[config.mk]
export PLATFORM = sky130hd
export DESIGN_NAME = pipe_core
export DESIGN_NICKNAME = d
export VERILOG_FILES = /design/src/rtl/pipe_core.sv
export SDC_FILE = /design/constraint.sdc
export NUM_CORES = 2
export LEC_CHECK = 0
export ABC_CLOCK_PERIOD_IN_PS = 4900
export CAP_MARGIN = 10
export CORE_ASPECT_RATIO = 0.9
export CORE_MARGIN = 2
export CORE_UTILIZATION = 38
export CTS_CLUSTER_SIZE = 12
export DETAILED_ROUTE_END_ITERATION = 10
export GPL_TIMING_DRIVEN = 1
export SETUP_SLACK_MARGIN = 0.4
export SLEW_MARGIN = 20
export SYNTH_ARGS = -nofsm -noshare
export SYNTH_HDL_FRONTEND = slang
export SYNTH_SLANG_ARGS = --single-unit
[constraint.sdc]
create_clock -name clk -period 4.9 [get_ports clk]
set_input_delay 0.735 -clock clk [delete_from_list [all_inputs] [get_ports clk]]
set_output_delay 0.735 -clock clk [all_outputs]
set_load 0.02 [all_outputs]
[src/rtl/pipe_core.sv]
// Five-stage MIPS-subset pipeline core (IF/ID/EX/MEM/WB) with forwarding,
// load-use / dependency stalls and branch/jump redirect. Memories are external.
module pipe_core #(
  parameter int unsigned XLEN     = 32,
  parameter logic [31:0] PC_RESET = 32'h0000_0000,
  parameter bit          FORWARD  = 1'b1
) (
  input  logic            clk,
  input  logic            rst,
  output logic [31:0]     imem_addr,
  input  logic [31:0]     imem_data,
  output logic [XLEN-1:0] dmem_addr,
  output logic [XLEN-1:0] dmem_wdata,
  output logic            dmem_we,
  output logic            dmem_re,
  input  logic [XLEN-1:0] dmem_rdata,
  output logic            wb_we,
  output logic [4:0]      wb_reg,
  output logic [XLEN-1:0] wb_data,
  output logic            stall,
  output logic            flush
);

  localparam logic [5:0] OP_R    = 6'b000000;
  localparam logic [5:0] OP_ADDI = 6'b001000;
  localparam logic [5:0] OP_LW   = 6'b100011;
  localparam logic [5:0] OP_SW   = 6'b101011;
  localparam logic [5:0] OP_BEQ  = 6'b000100;
  localparam logic [5:0] OP_J    = 6'b000010;

  localparam logic [5:0] FN_ADD  = 6'b100000;
  localparam logic [5:0] FN_SUB  = 6'b100010;
  localparam logic [5:0] FN_AND  = 6'b100100;
  localparam logic [5:0] FN_OR   = 6'b100101;
  localparam logic [5:0] FN_SLT  = 6'b101010;

  localparam logic [2:0] ALU_ADD = 3'd0;
  localparam logic [2:0] ALU_SUB = 3'd1;
  localparam logic [2:0] ALU_AND = 3'd2;
  localparam logic [2:0] ALU_OR  = 3'd3;
  localparam logic [2:0] ALU_SLT = 3'd4;

  // Fetch state
  logic [31:0]     pc_q;
  logic [31:0]     pc_plus4;

  // IF/ID
  logic [31:0]     ifid_instr;
  logic [31:0]     ifid_pc4;

  // ID/EX
  logic            idex_wr;
  logic [4:0]      idex_dest;
  logic            idex_mr;
  logic            idex_mw;
  logic            idex_br;
  logic [2:0]      idex_alu;
  logic            idex_imm_sel;
  logic [4:0]      idex_rs;
  logic [4:0]      idex_rt;
  logic [XLEN-1:0] idex_rs_val;
  logic [XLEN-1:0] idex_rt_val;
  logic [15:0]     idex_imm;
  logic [31:0]     idex_pc4;

  // EX/MEM
  logic            exmem_wr;
  logic [4:0]      exmem_dest;
  logic            exmem_mr;
  logic            exmem_mw;
  logic [XLEN-1:0] exmem_alu;
  logic [XLEN-1:0] exmem_st;

  // MEM/WB
  logic            memwb_we;
  logic [4:0]      memwb_reg;
  logic [XLEN-1:0] memwb_data;

  logic [XLEN-1:0] regs [32];
  logic            wb_we_i;

  // ---------------------------------------------------------------- ID
  logic [5:0]      id_op;
  logic [4:0]      id_rs;
  logic [4:0]      id_rt;
  logic [4:0]      id_rd;
  logic [5:0]      id_funct;
  logic [15:0]     id_imm;
  logic            id_wr;
  logic [4:0]      id_dest;
  logic            id_mr;
  logic            id_mw;
  logic            id_br;
  logic            id_jmp;
  logic [2:0]      id_alu;
  logic            id_imm_sel;
  logic            id_reads_rs;
  logic            id_reads_rt;
  logic [XLEN-1:0] id_rs_val;
  logic [XLEN-1:0] id_rt_val;
  logic [31:0]     id_jtarget;

  assign id_op    = ifid_instr[31:26];
  assign id_rs    = ifid_instr[25:21];
  assign id_rt    = ifid_instr[20:16];
  assign id_rd    = ifid_instr[15:11];
  assign id_funct = ifid_instr[5:0];
  assign id_imm   = ifid_instr[15:0];

  assign id_reads_rs = (id_op != OP_J);
  assign id_reads_rt = (id_op == OP_R) || (id_op == OP_BEQ) || (id_op == OP_SW);
  assign id_jtarget  = {ifid_pc4[31:28], ifid_instr[25:0], 2'b00};

  always_comb begin
    id_wr      = 1'b0;
    id_dest    = 5'd0;
    id_mr      = 1'b0;
    id_mw      = 1'b0;
    id_br      = 1'b0;
    id_jmp     = 1'b0;
    id_alu     = ALU_ADD;
    id_imm_sel = 1'b0;
    case (id_op)
      OP_R: begin
        id_dest = id_rd;
        case (id_funct)
          FN_ADD: begin id_wr = (id_rd != 5'd0); id_alu = ALU_ADD; end
          FN_SUB: begin id_wr = (id_rd != 5'd0); id_alu = ALU_SUB; end
          FN_AND: begin id_wr = (id_rd != 5'd0); id_alu = ALU_AND; end
          FN_OR:  begin id_wr = (id_rd != 5'd0); id_alu = ALU_OR;  end
          FN_SLT: begin id_wr = (id_rd != 5'd0); id_alu = ALU_SLT; end
          default: id_dest = 5'd0;
        endcase
      end
      OP_ADDI: begin
        id_wr      = (id_rt != 5'd0);
        id_dest    = id_rt;
        id_imm_sel = 1'b1;
      end
      OP_LW: begin
        id_wr      = (id_rt != 5'd0);
        id_dest    = id_rt;
        id_mr      = 1'b1;
        id_imm_sel = 1'b1;
      end
      OP_SW: begin
        id_mw      = 1'b1;
        id_imm_sel = 1'b1;
      end
      OP_BEQ:  id_br  = 1'b1;
      OP_J:    id_jmp = 1'b1;
      default: ;
    endcase
  end

  // Register read with same-cycle WB bypass; $0 is hard-wired to zero.
  assign id_rs_val = (id_rs == 5'd0) ? '0 :
                     (wb_we_i && (memwb_reg == id_rs)) ? memwb_data : regs[id_rs];
  assign id_rt_val = (id_rt == 5'd0) ? '0 :
                     (wb_we_i && (memwb_reg == id_rt)) ? memwb_data : regs[id_rt];

  // ---------------------------------------------------------------- hazards
  logic hit_idex;
  logic hit_exmem;
  logic load_use;
  logic dep_stall;
  logic raw_stall;
  logic br_taken;
  logic stall_i;
  logic jump_i;

  assign hit_idex  = idex_wr &&
                     ((id_reads_rs && (id_rs == idex_dest)) ||
                      (id_reads_rt && (id_rt == idex_dest)));
  assign hit_exmem = exmem_wr &&
                     ((id_reads_rs && (id_rs == exmem_dest)) ||
                      (id_reads_rt && (id_rt == exmem_dest)));
  assign load_use  = idex_mr && hit_idex;
  assign dep_stall = hit_idex || hit_exmem;
  assign raw_stall = FORWARD ? load_use : dep_stall;

  // A taken branch squashes whatever sits in ID, so its stall/jump is moot.
  assign stall_i = raw_stall && !br_taken;
  assign jump_i  = id_jmp && !br_taken && !stall_i;

  // ---------------------------------------------------------------- EX
  logic [XLEN-1:0] ex_a;
  logic [XLEN-1:0] ex_b;
  logic [XLEN-1:0] ex_op_b;
  logic [XLEN-1:0] ex_imm;
  logic [XLEN-1:0] ex_res;
  logic [31:0]     ex_btarget;

  always_comb begin
    ex_a = idex_rs_val;
    ex_b = idex_rt_val;
    if (FORWARD) begin
      if (exmem_wr && !exmem_mr && (exmem_dest == idex_rs))
        ex_a = exmem_alu;
      else if (wb_we_i && (memwb_reg == idex_rs))
        ex_a = memwb_data;
      if (exmem_wr && !exmem_mr && (exmem_dest == idex_rt))
        ex_b = exmem_alu;
      else if (wb_we_i && (memwb_reg == idex_rt))
        ex_b = memwb_data;
    end
  end

  assign ex_imm     = XLEN'($signed(idex_imm));
  assign ex_op_b    = idex_imm_sel ? ex_imm : ex_b;
  assign ex_btarget = idex_pc4 + (32'($signed(idex_imm)) << 2);
  assign br_taken   = idex_br && (ex_a == ex_b);

  always_comb begin
    ex_res = '0;
    case (idex_alu)
      ALU_ADD: ex_res = ex_a + ex_op_b;
      ALU_SUB: ex_res = ex_a - ex_op_b;
      ALU_AND: ex_res = ex_a & ex_op_b;
      ALU_OR:  ex_res = ex_a | ex_op_b;
      ALU_SLT: ex_res = XLEN'($signed(ex_a) < $signed(ex_op_b));
      default: ex_res = '0;
    endcase
  end

  // ---------------------------------------------------------------- sequential
  assign pc_plus4 = pc_q + 32'd4;

  always_ff @(posedge clk) begin
    if (rst) begin
      pc_q       <= PC_RESET;
      ifid_instr <= 32'd0;
      ifid_pc4   <= 32'd0;
    end else if (br_taken) begin
      pc_q       <= ex_btarget;
      ifid_instr <= 32'd0;
      ifid_pc4   <= 32'd0;
    end else if (stall_i) begin
      pc_q       <= pc_q;
    end else if (jump_i) begin
      pc_q       <= id_jtarget;
      ifid_instr <= 32'd0;
      ifid_pc4   <= 32'd0;
    end else begin
      pc_q       <= pc_plus4;
      ifid_instr <= imem_data;
      ifid_pc4   <= pc_plus4;
    end
  end

  always_ff @(posedge clk) begin
    if (rst || br_taken || stall_i) begin
      idex_wr      <= 1'b0;
      idex_dest    <= 5'd0;
      idex_mr      <= 1'b0;
      idex_mw      <= 1'b0;
      idex_br      <= 1'b0;
      idex_alu     <= ALU_ADD;
      idex_imm_sel <= 1'b0;
      idex_rs      <= 5'd0;
      idex_rt      <= 5'd0;
      idex_rs_val  <= '0;
      idex_rt_val  <= '0;
      idex_imm     <= 16'd0;
      idex_pc4     <= 32'd0;
    end else begin
      idex_wr      <= id_wr;
      idex_dest    <= id_dest;
      idex_mr      <= id_mr;
      idex_mw      <= id_mw;
      idex_br      <= id_br;
      idex_alu     <= id_alu;
      idex_imm_sel <= id_imm_sel;
      idex_rs      <= id_rs;
      idex_rt      <= id_rt;
      idex_rs_val  <= id_rs_val;
      idex_rt_val  <= id_rt_val;
      idex_imm     <= id_imm;
      idex_pc4     <= ifid_pc4;
    end
  end

  always_ff @(posedge clk) begin
    if (rst) begin
      exmem_wr   <= 1'b0;
      exmem_dest <= 5'd0;
      exmem_mr   <= 1'b0;
      exmem_mw   <= 1'b0;
      exmem_alu  <= '0;
      exmem_st   <= '0;
      memwb_we   <= 1'b0;
      memwb_reg  <= 5'd0;
      memwb_data <= '0;
    end else begin
      exmem_wr   <= idex_wr;
      exmem_dest <= idex_dest;
      exmem_mr   <= idex_mr;
      exmem_mw   <= idex_mw;
      exmem_alu  <= ex_res;
      exmem_st   <= ex_b;
      memwb_we   <= exmem_wr;
      memwb_reg  <= exmem_dest;
      memwb_data <= exmem_mr ? dmem_rdata : exmem_alu;
    end
  end

  always_ff @(posedge clk) begin
    if (rst) begin
      for (int i = 0; i < 32; i++) regs[i] <= '0;
    end else if (wb_we_i) begin
      regs[memwb_reg] <= memwb_data;
    end
  end

  // ---------------------------------------------------------------- outputs
  assign wb_we_i    = memwb_we && !rst;
  assign imem_addr  = pc_q;
  assign dmem_addr  = rst ? '0 : exmem_alu;
  assign dmem_wdata = rst ? '0 : exmem_st;
  assign dmem_we    = exmem_mw && !rst;
  assign dmem_re    = exmem_mr && !rst;
  assign wb_we      = wb_we_i;
  assign wb_reg     = rst ? 5'd0 : memwb_reg;
  assign wb_data    = rst ? '0 : memwb_data;
  assign stall      = stall_i && !rst;
  assign flush      = (br_taken || jump_i) && !rst;

endmodule

-- Yosys cells after proc, flatten, opt, wreduce, memory -nomap -nowiden
Memory sizes are Yosys's and may differ from the RTL's. A register that Yosys moved wholly into a read port is not among the register bits.
Index checks and enable logic that the tools add are counted.
- add/sub/neg operators: 4
- order comparisons: 1
- equality and inequality tests: 23
- muxes and demuxes: 34
- bitwise operators: 3
- reductions and logical operators: 42
- operators with widths (cell ; number):
    32-bit two-way mux ; 15
    32-bit one-hot mux with 5 select lines ; 1
    32-bit adder ; 2
    6-bit equality test (second input constant) ; 7
    32-bit by 3-bit adder with 32-bit output (second input constant) ; 1
    32-bit AND ; 1
    32-bit equality test ; 1
    32-bit < comparator ; 1
    32-bit bitwise OR ; 1
    32-bit OR reduction ; 1
    32-bit subtractor ; 1
    5-bit equality test ; 6
    1-bit logical AND ; 18
    5-bit two-way mux ; 3
    1-bit two-way mux ; 12
    3-bit one-hot mux with 4 select lines ; 1
    5-bit zero test ; 2
    5-bit one-hot mux with 2 select lines ; 1
    5-bit nonzero test ; 2
    2-bit OR reduction ; 5
    3-bit by 2-bit equality test with 1-bit output (second input constant) ; 2
    6-bit by 2-bit equality test with 1-bit output (second input constant) ; 1
    6-bit by 3-bit equality test with 1-bit output (second input constant) ; 1
    6-bit by 4-bit equality test with 1-bit output (second input constant) ; 1
    12 further kinds ; 20
- register bits: 277
- memory bits (writable): 1024
- input bits: 66
- output and inout port bits: 138
- word-level logic and storage cells: 131
- memories kept: 1
- memory list (name ; depth ; width ; read ports ; clocked after memory_dff ; wr ports ; RTL line ; source):
    regs ; 32 ; 32 ; 2 ; 2 ; 32 ; 79 ; logic [XLEN-1:0] regs [32];

-- Longest topological paths before layout
- depth in word-level cells: 14
- depth in mapped cells: 24
- mapped depth without buffers: 21

-- Least setup slack after synthesis
No wires, ideal clock.
- kind: reg2reg
- start: register idex_rt[0]
- end: register exmem_alu[20]
- library setup time: 0.058 ns
- arrival: 4.890 ns
- required time: 4.842 ns
- path slack: -0.048 ns
- cell stages (with the launch flop): 22
- path buffers: 4
- period minus slack after synthesis: 4.948 ns
- cell sequence: dfxtp_1 xnor2_1 nand4_1 or2_2 buf_2 clkbuf_1 buf_1 clkbuf_1 o21ai_0 o21ai_0 ha_1 fa_1 a211oi_1 o21bai_1 o311a_1 a31oi_1 o21ai_0 a21o_1 a2111oi_0 a221oi_1 a31oi_1 o21a_1
- word-level cells in the longest chain between the ends: 7
- elaborated cells between the ends (all ways): 12
- classes of those cells: add/sub (2); eq/ne (2); mux (4); bitwise (2); reduce/logical (2)
- ends and longest elaborated chain (item ; RTL line ; source):
    start: declaration ; 60 ; logic [4:0] idex_rt;
    start signal: assignment ; 275 ; idex_rt <= id_rt;
    5-bit equality test ; 204 ; else if (wb_we_i && (memwb_reg == idex_rt))
    1-bit logical AND ; 204 ;
    32-bit two-way mux ; 204 ;
    32-bit two-way mux (*) ; 202 ; if (exmem_wr && !exmem_mr && (exmem_dest == idex_rt))
    32-bit two-way mux (*) ; 210 ; assign ex_op_b = idex_imm_sel ? ex_imm : ex_b;
    32-bit subtractor, or another cell as far along ; 218 ; ALU_SUB: ex_res = ex_a - ex_op_b;
    32-bit one-hot mux with 5 select lines (*) ; 216 ; case (idex_alu)
    end signal: assignment ; 299 ; exmem_alu <= ex_res;
    end: declaration ; 71 ; logic [XLEN-1:0] exmem_alu;
Every way passes the cells marked *; elsewhere a longest branch is shown, timed or not.
A chain may end at the register's enable or synchronous reset.

-- Worst setup path after layout
- start: register memwb_reg[0]
- end: output stall
- word-level cells in the longest chain between the ends: 9
- elaborated cells between the ends (all ways): 13
- classes of those cells: eq/ne (3); mux (4); reduce/logical (6)
- ends and longest elaborated chain (item ; RTL line ; source):
    start: declaration ; 76 ; logic [4:0] memwb_reg;
    start signal: assignment ; 302 ; memwb_reg <= exmem_dest;
    5-bit equality test, on equally long branches ; 200, 204 ;
    1-bit logical AND, on equally long branches ; 200, 204 ;
    32-bit two-way mux, on equally long branches ; 200, 204 ;
    32-bit two-way mux, on equally long branches ; 198, 202 ;
    32-bit equality test (*) ; 212 ; assign br_taken = idex_br && (ex_a == ex_b);
    1-bit logical AND (*) ; 212 ;
    1-bit zero test (*) ; 183 ; assign stall_i = raw_stall && !br_taken;
    1-bit logical AND (*) ; 183 ;
    1-bit logical AND (*) ; 325 ; assign stall = stall_i && !rst;
    end: declaration ; 20 ; output logic stall,
Marked as above.

==> impl_metrics.ini <==
[clock_tree]
clockRootBuffer = clkbuf_16
clk_path_buf_depth = 3
cts_buffers = 154
h-tree-depth = 4
clkTransAtPathRegs_ns = 0.06
cts_tree = built
cts_hold_buf = 0
cts.sinks = 1365
clock_latency_ns = 0.83

[power_and_ir_drop]
power_mw = 30.4
internal_power_mw = 21.7
p_per_area_mw_per_mm2 = 333
switchingPower_mw = 8.69
combPwrFrac_pct = 17.4
power_frac_seq_pct = 43.8
swShare_pct = 28.6
power_leakage_nw = 32.6
peakVddDrop_uv = 310
pwr-share-clk_pct = 38.8

[sta]
timing_worst_slew_pin_value_ns = 1.18
slew_violations = 0
setup_violations = 0
clock.fmax_mhz = 218
post-route-period-util_pct = 93.6
clock_skew_ns = 0.0678
hold_violations = 0
slew_headroom_pct = 21.2
hold_ws_ns = 0.448
setup_slack_ns = 0.313
rsz0062_at_grt = true
fin_crit_ns = 4.59

[yosys]
synth_ff_type = edfxtp_1
yosysTopAreaCellShare_pct = 40.0
ys_types = 87
synth_seq_cells = 1365
synth_nets = 6493
netlist_instances = 6284
synth.yosys.seq_area_share_pct = 48.9
avgSynthCellArea_sq_um = 12.2
yosysWarnings = 0
yosysTopAreaCell = edfxtp_1
synth_async_sr_flop_share_pct = 0
syn_area_sq_mm = 0.0768
synth_edf_count = 1024
synthTopCellsByArea = edfxtp_1 (40%), mux4_2 (16%), dfxtp_1 (8.9%), and2_1 (8.7%), mux2i_1 (2.9%)

[final_layout]
nets = 6743
area_delta_synth_final_pct = 18.5
layout-drive-gt1-share_pct = 24.3
instances_no_fill = 9351
regMostFlops = regs
mostFrequentLayoutCell = and2_1
largest_reg_flops = 1024
final_cell_mix = and2_1 (1061), edfxtp_1 (1024), mux4_2 (546)

[die]
rows = 156
fp.dieW_um = 478
start_util_pct = 38.3
dieArea_sq_mm = 0.206
die_h_um = 431
io_pins = 204
core_area_sq_mm = 0.201

[critical_path]
cp_common_cell = buf_6
critical_path.max_stage_delay_ns = 0.41
crit_chain = xnor2_4, and4_4, nand2_8, buf_12, mux2i_2, buf_4, a221o_1, a221oi_2, or4_4, nor3_4, buf_6, buf_6, a311oi_4, buf_6
cp_data_required_time_ns = 4.16
cp_max_fo = 5
crit_path_top_delay_cell = dfxtp_4
endpoint_kind = output port
cp_top_family = compound AO/OA/AOI/OAI gates
path_buf_inv = 5
startpoint_type = flip-flop
critPathArrivalTime_ns = 3.85
path_class = reg -> out

[routing]
avgRoutedWirePerCell_um = 30.9
first_pass_iters = 5
routed_wl_um = 289000
final_antenna_net_count = 0
vias = 56071
vias_per_cell = 6.00
drc = 0
dr.first_iter.drc_count = 6997

[place]
pre_cts_ws_ns = -0.358
placed_cells = 9027
io_buffers = 203
gp_congestion = 0.941
dp_hpwl_um = 192000

[global_route]
grt_pass1_vias = 54919
overflow = 0
grt_max_degree = 166
grt_pass1_wl_um = 408000
antenna_found_initial = 20
grt_usage_pct = 27.4

[status]
status = finished clean

[job]
maxCapViolCount = 0

[min_path]
hold_class = reg -> reg
## routing by layer
metal  track usage [%]  routed length, um  vias up
met4              9.71              11800       12
met1              37.4             118000    28814
met2              43.2             133000     2784
li1                  -                  -    23897
met5                 0                 79        -
met3              5.79              26100      564
## power by group through the flow
stage	Sequential, mW	Clock [mW]	Combinational [mW]
2_1_floorplan	13.3	0	2.85
3_3_place_gp	13.5	0	4.91
3_5_place_dp	13.5	0	4.90
4_1_cts	13.3	11.9	5.05
5_1_grt	13.4	12.3	5.51
6_report	13.3	11.8	5.27
## kinds of logic (layout without fill, tap and decap cells)
logic type      count (synthesis)  count (layout)  share of synthesized area, %
simple gates                 2175            2175                          15.8
flops                        1365            1365                          48.9
xor+xnor                      140             140                          1.63
mux                           827             827                          19.8
other cells                     0               4                             0
compound gates                890             890                          7.63
buf+inv                       744            1121                          3.85
fa+ha+maj                     143             143                          2.36
## worst register-to-register path: cells and delay by family, from the launching register on
| kind | cells | cell delay (ns) |
|---|---|---|
| buffers and inverters | 6 | 0.83 |
| XOR/XNOR | 2 | 0.35 |
| AND/OR/NAND/NOR | 6 | 0.95 |
| AO/OA/AOI/OAI | 6 | 1.30 |
| multiplexers | 1 | 0.16 |
| flip-flops | 1 | 0.38 |
| adder cells (fa/ha/maj) | 1 | 0.39 |
## Yosys cell counts (all sizes together) (118+ instances only)
cell type / number
nand2: 186
edfxtp: 1024
clkbuf: 503
mux4: 546
nor2b: 132
a21oi: 234
dfxtp: 341
o21ai: 198
ha: 140
mux2i: 231
and2: 1064
nor3: 190
buf: 120
nor2: 314
inv: 118
## worst paths after layout
| path | from | to | slack (ns) | cells after the start |
|---|---|---|---|---|
| setup / recovery | memwb_reg[0] | stall | 0.31 | 14 |
| hold / removal | idex_mw | exmem_mw | 0.45 | 1 |
| setup reg to reg | memwb_reg[0] | exmem_alu[19] | 0.35 | 22 |
| hold reg to reg | idex_mw | exmem_mw | 0.45 | 1 |
## stage by stage
step | setup TNS, ns | util (%) | area, sq um
floorplan | 0 | - | 77000
global placement | -5.19 | 42.2 | 84700
detailed placement | -4.02 | 42.2 | 84700
CTS | 0 | 45.1 | 90600
global route | 0 | 45.4 | 91100
finish | 0 | 45.4 | 91100
## timing repair
item	in CTS	in global routing
gates cloned	1	0
buffers inserted	26	10
hold endpoints to repair	0	0
endpoints found under the setup margin	23	24
pin swaps	40	50
gates resized for setup	142	85
## final cells by class
type,count,area (sq um)
repair buffers,717,6710
diodes,4,10.0
clock inverters,74,898
well taps,2686,3360
multi-input cells,4175,37800
inverters,121,457
flip-flops and latches,1365,37600
fillers,18075,110000
clock buffers,209,4170
Power figures use the tool's default switching activity.
